File: src/rtl/haar_row_synth_pkg.sv
// Shared types, widths and saturation helper for the inverse vertical Haar stage.
package haar_row_synth_pkg;

   localparam int unsigned LENGTH = 8;
   localparam int unsigned PIX_W  = 8;
   localparam int unsigned COEF_W = 9;
   localparam int unsigned ACC_W  = 10;

   typedef logic signed [COEF_W-1:0] coef_d_t;
   typedef logic signed [ACC_W-1:0]  acc_t;
   typedef logic [PIX_W-1:0]         pix_t;

   typedef enum logic {EVEN = 1'b0, ODD = 1'b1} synth_state_t;

   typedef struct packed {
      pix_t pix;
      logic odd;
      logic last;
   } pix_beat_t;

   // Clamp a signed lifting result into the unsigned pixel range.
   function automatic pix_t sat8(input acc_t x);
      if (x[ACC_W-1]) return '0;
      if (|x[ACC_W-2:PIX_W]) return '1;
      return x[PIX_W-1:0];
   endfunction

endpackage

File: src/rtl/haar_row_synth_row_line_store.sv
// Simple dual-port line store: one write port, one registered read port, no reset on contents.
module row_line_store #(
   parameter int unsigned DEPTH = 8,
   parameter int unsigned WIDTH = 8,
   parameter int unsigned AW    = 3
) (
   input  logic             clk,
   input  logic             we_i,
   input  logic [AW-1:0]    waddr_i,
   input  logic [WIDTH-1:0] wdata_i,
   input  logic             re_i,
   input  logic [AW-1:0]    raddr_i,
   output logic [WIDTH-1:0] rdata_o
);

   logic [WIDTH-1:0] mem_q [DEPTH];

   always_ff @(posedge clk) begin
      if (we_i) mem_q[waddr_i] <= wdata_i;
      if (re_i) rdata_o <= mem_q[raddr_i];
   end

endmodule

File: src/rtl/haar_row_synth.sv
// Inverse vertical Haar stage: streams the even row as pairs arrive, then replays the parked odd row.
module haar_row_synth
   import haar_row_synth_pkg::*;
#(
   parameter int unsigned ROW_LEN = LENGTH
) (
   input  logic       clk,
   input  logic       resetn,
   input  logic       en,
   input  logic       in_valid,
   output logic       in_ready,
   input  logic [7:0] in_s,
   input  coef_d_t    in_d,
   output logic       out_valid,
   input  logic       out_ready,
   output logic [7:0] out_pix,
   output logic       out_odd,
   output logic       out_last
);

   localparam int unsigned CW = $clog2(ROW_LEN);
   localparam logic [CW-1:0] LAST_COL = CW'(ROW_LEN - 1);

   synth_state_t state_q, state_d;
   logic [CW-1:0] col_q, col_d, rd_col_q, rd_col_d;
   logic          rd_vld_q, rd_vld_d, rd_done_q, rd_done_d;
   pix_beat_t     out_q, out_d;
   logic          out_valid_q, out_valid_d;

   acc_t s_x, d_x, half_v, even_v, odd_v;
   pix_t odd_pix, rd_data;
   logic free, hand_off, last_odd_ho, accept, load_odd, rd_issue;

   // Integer S-transform inverse lifting.
   always_comb begin
      s_x     = acc_t'(in_s);
      d_x     = acc_t'(in_d);
      half_v  = d_x >>> 1;
      even_v  = s_x - half_v;
      odd_v   = d_x + even_v;
      odd_pix = sat8(odd_v);
   end

   assign free        = !out_valid_q || out_ready;
   assign hand_off    = out_valid_q && out_ready && en;
   assign last_odd_ho = (state_q == ODD) && out_valid_q && out_ready && out_q.odd && out_q.last;
   assign in_ready    = (state_q == EVEN) ? free : last_odd_ho;
   assign accept      = in_valid && in_ready && en;
   assign load_odd    = (state_q == ODD) && rd_vld_q && free && en;
   // A read only issues when its data can move into the output register next cycle.
   assign rd_issue    = (state_q == ODD) && !rd_done_q && free && (!rd_vld_q || load_odd) && en;

   row_line_store #(
      .DEPTH(ROW_LEN),
      .WIDTH(PIX_W),
      .AW   (CW)
   ) u_store (
      .clk    (clk),
      .we_i   (accept),
      .waddr_i(col_q),
      .wdata_i(odd_pix),
      .re_i   (rd_issue),
      .raddr_i(col_q),
      .rdata_o(rd_data)
   );

   always_comb begin
      state_d     = state_q;
      col_d       = col_q;
      rd_col_d    = rd_col_q;
      rd_vld_d    = rd_vld_q;
      rd_done_d   = rd_done_q;
      out_d       = out_q;
      out_valid_d = out_valid_q;

      if (hand_off) out_valid_d = 1'b0;

      if (load_odd) begin
         out_d       = '{pix: rd_data, odd: 1'b1, last: (rd_col_q == LAST_COL)};
         out_valid_d = 1'b1;
         rd_vld_d    = 1'b0;
      end

      if (rd_issue) begin
         rd_col_d = col_q;
         rd_vld_d = 1'b1;
         if (col_q == LAST_COL) begin
            col_d     = '0;
            rd_done_d = 1'b1;
         end else begin
            col_d = col_q + CW'(1);
         end
      end

      if (last_odd_ho && en) begin
         state_d   = EVEN;
         rd_done_d = 1'b0;
      end

      // An accept may coincide with the final odd hand-off; it then starts the next pair.
      if (accept) begin
         out_d       = '{pix: sat8(even_v), odd: 1'b0, last: (col_q == LAST_COL)};
         out_valid_d = 1'b1;
         if (col_q == LAST_COL) begin
            col_d   = '0;
            state_d = ODD;
         end else begin
            col_d = col_q + CW'(1);
         end
      end
   end

   always_ff @(posedge clk or negedge resetn) begin
      if (!resetn) begin
         state_q     <= EVEN;
         col_q       <= '0;
         rd_col_q    <= '0;
         rd_vld_q    <= 1'b0;
         rd_done_q   <= 1'b0;
         out_q       <= '0;
         out_valid_q <= 1'b0;
      end else begin
         state_q     <= state_d;
         col_q       <= col_d;
         rd_col_q    <= rd_col_d;
         rd_vld_q    <= rd_vld_d;
         rd_done_q   <= rd_done_d;
         out_q       <= out_d;
         out_valid_q <= out_valid_d;
      end
   end

   assign out_valid = out_valid_q;
   assign out_pix   = out_q.pix;
   assign out_odd   = out_q.odd;
   assign out_last  = out_q.last;

endmodule
File: config.mk
export PLATFORM = sky130hd
export DESIGN_NAME = haar_row_synth
export DESIGN_NICKNAME = d
export VERILOG_FILES = /design/src/rtl/haar_row_synth_pkg.sv /design/src/rtl/haar_row_synth_row_line_store.sv /design/src/rtl/haar_row_synth.sv
export SDC_FILE = /design/constraint.sdc
export NUM_CORES = 1
export LEC_CHECK = 0
export ABC_AREA = 1
export ABC_CLOCK_PERIOD_IN_PS = 2800
export CORE_UTILIZATION = 55
export DETAILED_ROUTE_END_ITERATION = 10
export PLACE_DENSITY = 0.82
export SYNTH_ARGS = -nofsm -noshare
export SYNTH_HDL_FRONTEND = slang
export SYNTH_HIERARCHICAL = 1
export SYNTH_SLANG_ARGS = --single-unit
File: constraint.sdc
create_clock -name clk -period 2.8 [get_ports clk]
set_input_delay 0.42 -clock clk [delete_from_list [all_inputs] [get_ports clk]]
set_output_delay 0.42 -clock clk [all_outputs]
set_load 0.005 [all_outputs]
==> reports/metrics.cfg, run 1 <==
[global_route]
grt_pass1_wl_um = 21900
grtUsageTotal = 0.292
antenna_found_initial = 0
grt-ovfl-total = 0
grt_max_degree = 36
grt_pass1_vias = 4587

[min_path]
hold_path_class = reg -> reg

[placed_design]
dp.cells = 806
io_buffers = 33
gp_congestion = 0.866
pre_cts_ws_ps = -690
hpwlAfterDp_um = 9110

[drt]
drt-vias-per-instance = 5.42
ant_nets = 0
first_pass_iters = 5
avgRoutedWirePerCell_um = 16.4
drcViolationCount = 0
wl_um = 13600
dr_total_vias = 4507
first_iter_violations = 318

[synthesis]
ys_seq_area_frac = 0.511
synth_cell_types = 36
yosys_warnings = 6
syn-num-nets = 649
synth_edf_count = 72
synth_flop_cell = edfxtp_1
syn_area_um2 = 5210
syn_area_per_cell_um2 = 8.61
async_reset_ff_frac = 0.217
synthCells = 605
synth_seq_cells = 92

[power]
combPwrFrac = 0.456
p_per_area_nw_per_um2 = 778
switchingPower_mw = 2.05
p_clk_frac = 0.163
p_seq_frac = 0.381
switching_share = 0.388
p_int_mw = 3.24
p_leak_nw = 3.23
vdd_ir_drop_max_mv = 0.443

[timing]
fin_crit_sh = 0.983
finalClockSkew_ps = 15.5
maxSlewHeadroom = 0.408
hold_viol = 0
fin_ws_ps = 46.5
max_freq_mhz = 363
finalSetupViolCount = 0
tightest_slew_ps = 886
finalMaxSlewViolations = 0
fin_crit_ps = 2750

[clocking]
clock_path_buffers = 2
clockRootBuffer = clkbuf_8
numCtsBuffers = 9
clk_pin_slew_ps = 80
clock_latency_ps = 360
cts-htree-levels = 3
ctsHoldBuffers = 0
cts_tree = yes
clock_sinks = 92

[worst_setup_path]
cp_data_arrival_time_ps = 2930
crit_type = in -> reg
path_max_fanout = 8
crit_chain = buf_6, inv_2, ha_4, inv_4, fa_2, nand3_2, nand3_4, xor2_2, inv_2, ha_4, nand2_4, inv_4, nand2_2, nand2_2, nor2_4, nor2_2, nand2_2, nand3_2, nand2_4, nand2_8, nor2_4
r2r_setup_slack_ps = 730
crit_slowest_cell = fa_2
end_kind = register
cp-start-kind = primary input
worst-endpoint-required_ps = 2970
critPathMaxStageDelay_ps = 340
cp_common_cell = nand2_2

[cells_and_area]
fillerInstances = 596
fin_util = 0.738
nets = 759
syn2layout_area_growth_pct = 30.4
diodes = 0
final_cells = 831
drive_above_1_share = 0.265

[die]
ios = 34
dieHeight_um = 99.3
core_um2 = 9200
die_x_um = 99.3
design.die.area_um2 = 9860
rows = 35
initial_utilization = 0.566

[job]
maxCapViolations = 0

[outcome]
status = finished, final reports clean

-- synthesized netlist by cell type, types with 5 or more instances --
| library cell | count | area, um^2 |
|---|---|---|
| dfrtp_1 | 20 | 500 |
| xor2_1 | 6 | 52.6 |
| nand2_2 | 5 | 31.3 |
| inv_1 | 118 | 443 |
| buf_6 | 6 | 67.6 |
| nand3_1 | 53 | 265 |
| edfxtp_1 | 72 | 2160 |
| nor2_2 | 11 | 68.8 |
| a21oi_1 | 12 | 60.1 |
| nor2_1 | 41 | 154 |
| o21ai_0 | 18 | 90.1 |
| nand2_1 | 180 | 676 |
| nand2_4 | 5 | 56.3 |
| ha_1 | 20 | 250 |
-- kinds of logic (layout without fill, tap and decap cells) --
group | Yosys count | in the layout | share of synthesized area
adders and majority gates | 22 | 22 | 0.0558
AOI/OAI and AO/OA | 39 | 39 | 0.0452
and+or+nand+nor | 308 | 308 | 0.260
xor gates and xnor gates | 9 | 9 | 0.0187
buffers and inverters | 135 | 250 | 0.109
DFF | 92 | 92 | 0.511
-- layout by cell type (no fill, tap or decap), types with 2 or more instances in the layout --
master             n
inv_1            106
inv_2             12
nand3_2            3
xor2_2             2
nand4_1            4
a21oi_2            3
nor2_2             5
nor2_4            17
dlymetal6s2s_1     2
clkbuf_1           2
nand2_1          167
o21ai_0           17
nand2_4            7
a21oi_1            9
nand3_1           52
inv_4              3
clkbuf_8           9
dlygate4sd2_1      8
ha_1               8
xor2_1             4
nor2_1            30
clkdlybuf4s50_1   19
a21oi_4            4
edfxtp_1          72
dfrtp_1           20
ha_4              12
o21bai_1           2
nand3b_1           2
buf_4             79
nand2_2           15
-- metal layers --
| metal | routed length [um] | vias to the layer above | global-route usage |
|---|---|---|---|
| li1 | - | 2120 | - |
| met1 | 5370 | 2112 | 0.347 |
| met2 | 6740 | 220 | 0.507 |
| met3 | 949 | 55 | 0.0618 |
| met4 | 593 | 0 | 0.138 |
| met5 | 0 | - | 0 |
-- state kept, by name, summed over array words and instances (netlist names) --
register         cells
out_pix              8
out_odd              1
state_q              1
out_last             1
rd_done_q            1
u_store/rdata_o      8
col_q                3
out_valid            1
rd_vld_q             1
u_store/mem_q       64
rd_col_q             3
-- critical path, delay by kind of cell --
family,cells,cell delay (ps)
simple gates,12,1210
fa+ha+maj,3,750
buf+inv,5,310
xor+xnor,1,200
-- power by group through the flow --
stage / Clock [mW] / Sequential (mW) / Combinational, mW
3_3_place_gp: 0 / 2.03 / 2.01
3_5_place_dp: 0 / 2.04 / 2.11
4_1_cts: 0.872 / 2.01 / 2.32
5_1_grt: 0.923 / 2.04 / 2.64
6_report: 0.861 / 2.01 / 2.41
2_1_floorplan: 0 / 1.97 / 1.46
-- worst paths after layout --
kind | depth (start not counted) | to | start
max | 21 | u_store/mem_q[1][2] | in_s[0]
min | 2 | rd_col_q[1] | rd_col_q[1]
max reg2reg | 8 | u_store/mem_q[4][2] | out_valid
min reg2reg | 2 | rd_col_q[1] | rd_col_q[1]
max in group asynchronous | 1 | col_q[1] | resetn
min in group asynchronous | 1 | out_pix[3] | resetn
-- layout make-up --
cell class              instances  area (um^2)  share of cell area
multi-input cells             378         2400               0.354
well taps                     111          139              0.0205
repair buffers                113          930               0.137
flip-flops and latches         92         2660               0.392
inverters                     121          462              0.0680
clock inverters                 5         60.1             0.00885
clock buffers                  11          131              0.0194
-- timing repair --
action / 4_1_cts / 5_1_grt
gates resized for setup: 79 / 15
cloned: 0 / 0
endpoints found under the setup margin: 64 / 64
buffers inserted: 7 / 2
pin swaps: 29 / 23
-- metrics by stage --
step | hold WS (ps) | TNS, ps | area (um^2) | total power [mW]
finish | 497 | 0 | 6790 | 5.28
global route | 530 | -601 | 6790 | 5.61
CTS | 500 | 0 | 6740 | 5.20
detailed placement | 478 | -43560 | 6240 | 4.15
global placement | 469 | -39420 | 6240 | 4.04
floorplan | 124 | 0 | 5340 | 3.43
Note: power is estimated with default switching activity, not from simulation.
==> inputs of run 2 (changes only) <==
--- a/config.mk
+++ b/config.mk
@@ -7,6 +7,7 @@
 export LEC_CHECK = 0
 export ABC_AREA = 1
 export ABC_CLOCK_PERIOD_IN_PS = 2800
+export CAP_MARGIN = 15
 export CORE_UTILIZATION = 55
 export DETAILED_ROUTE_END_ITERATION = 10
 export PLACE_DENSITY = 0.82
==> results of run 2 <==
Same layout as run 1: the final DEF is identical, and so are final timing and power.
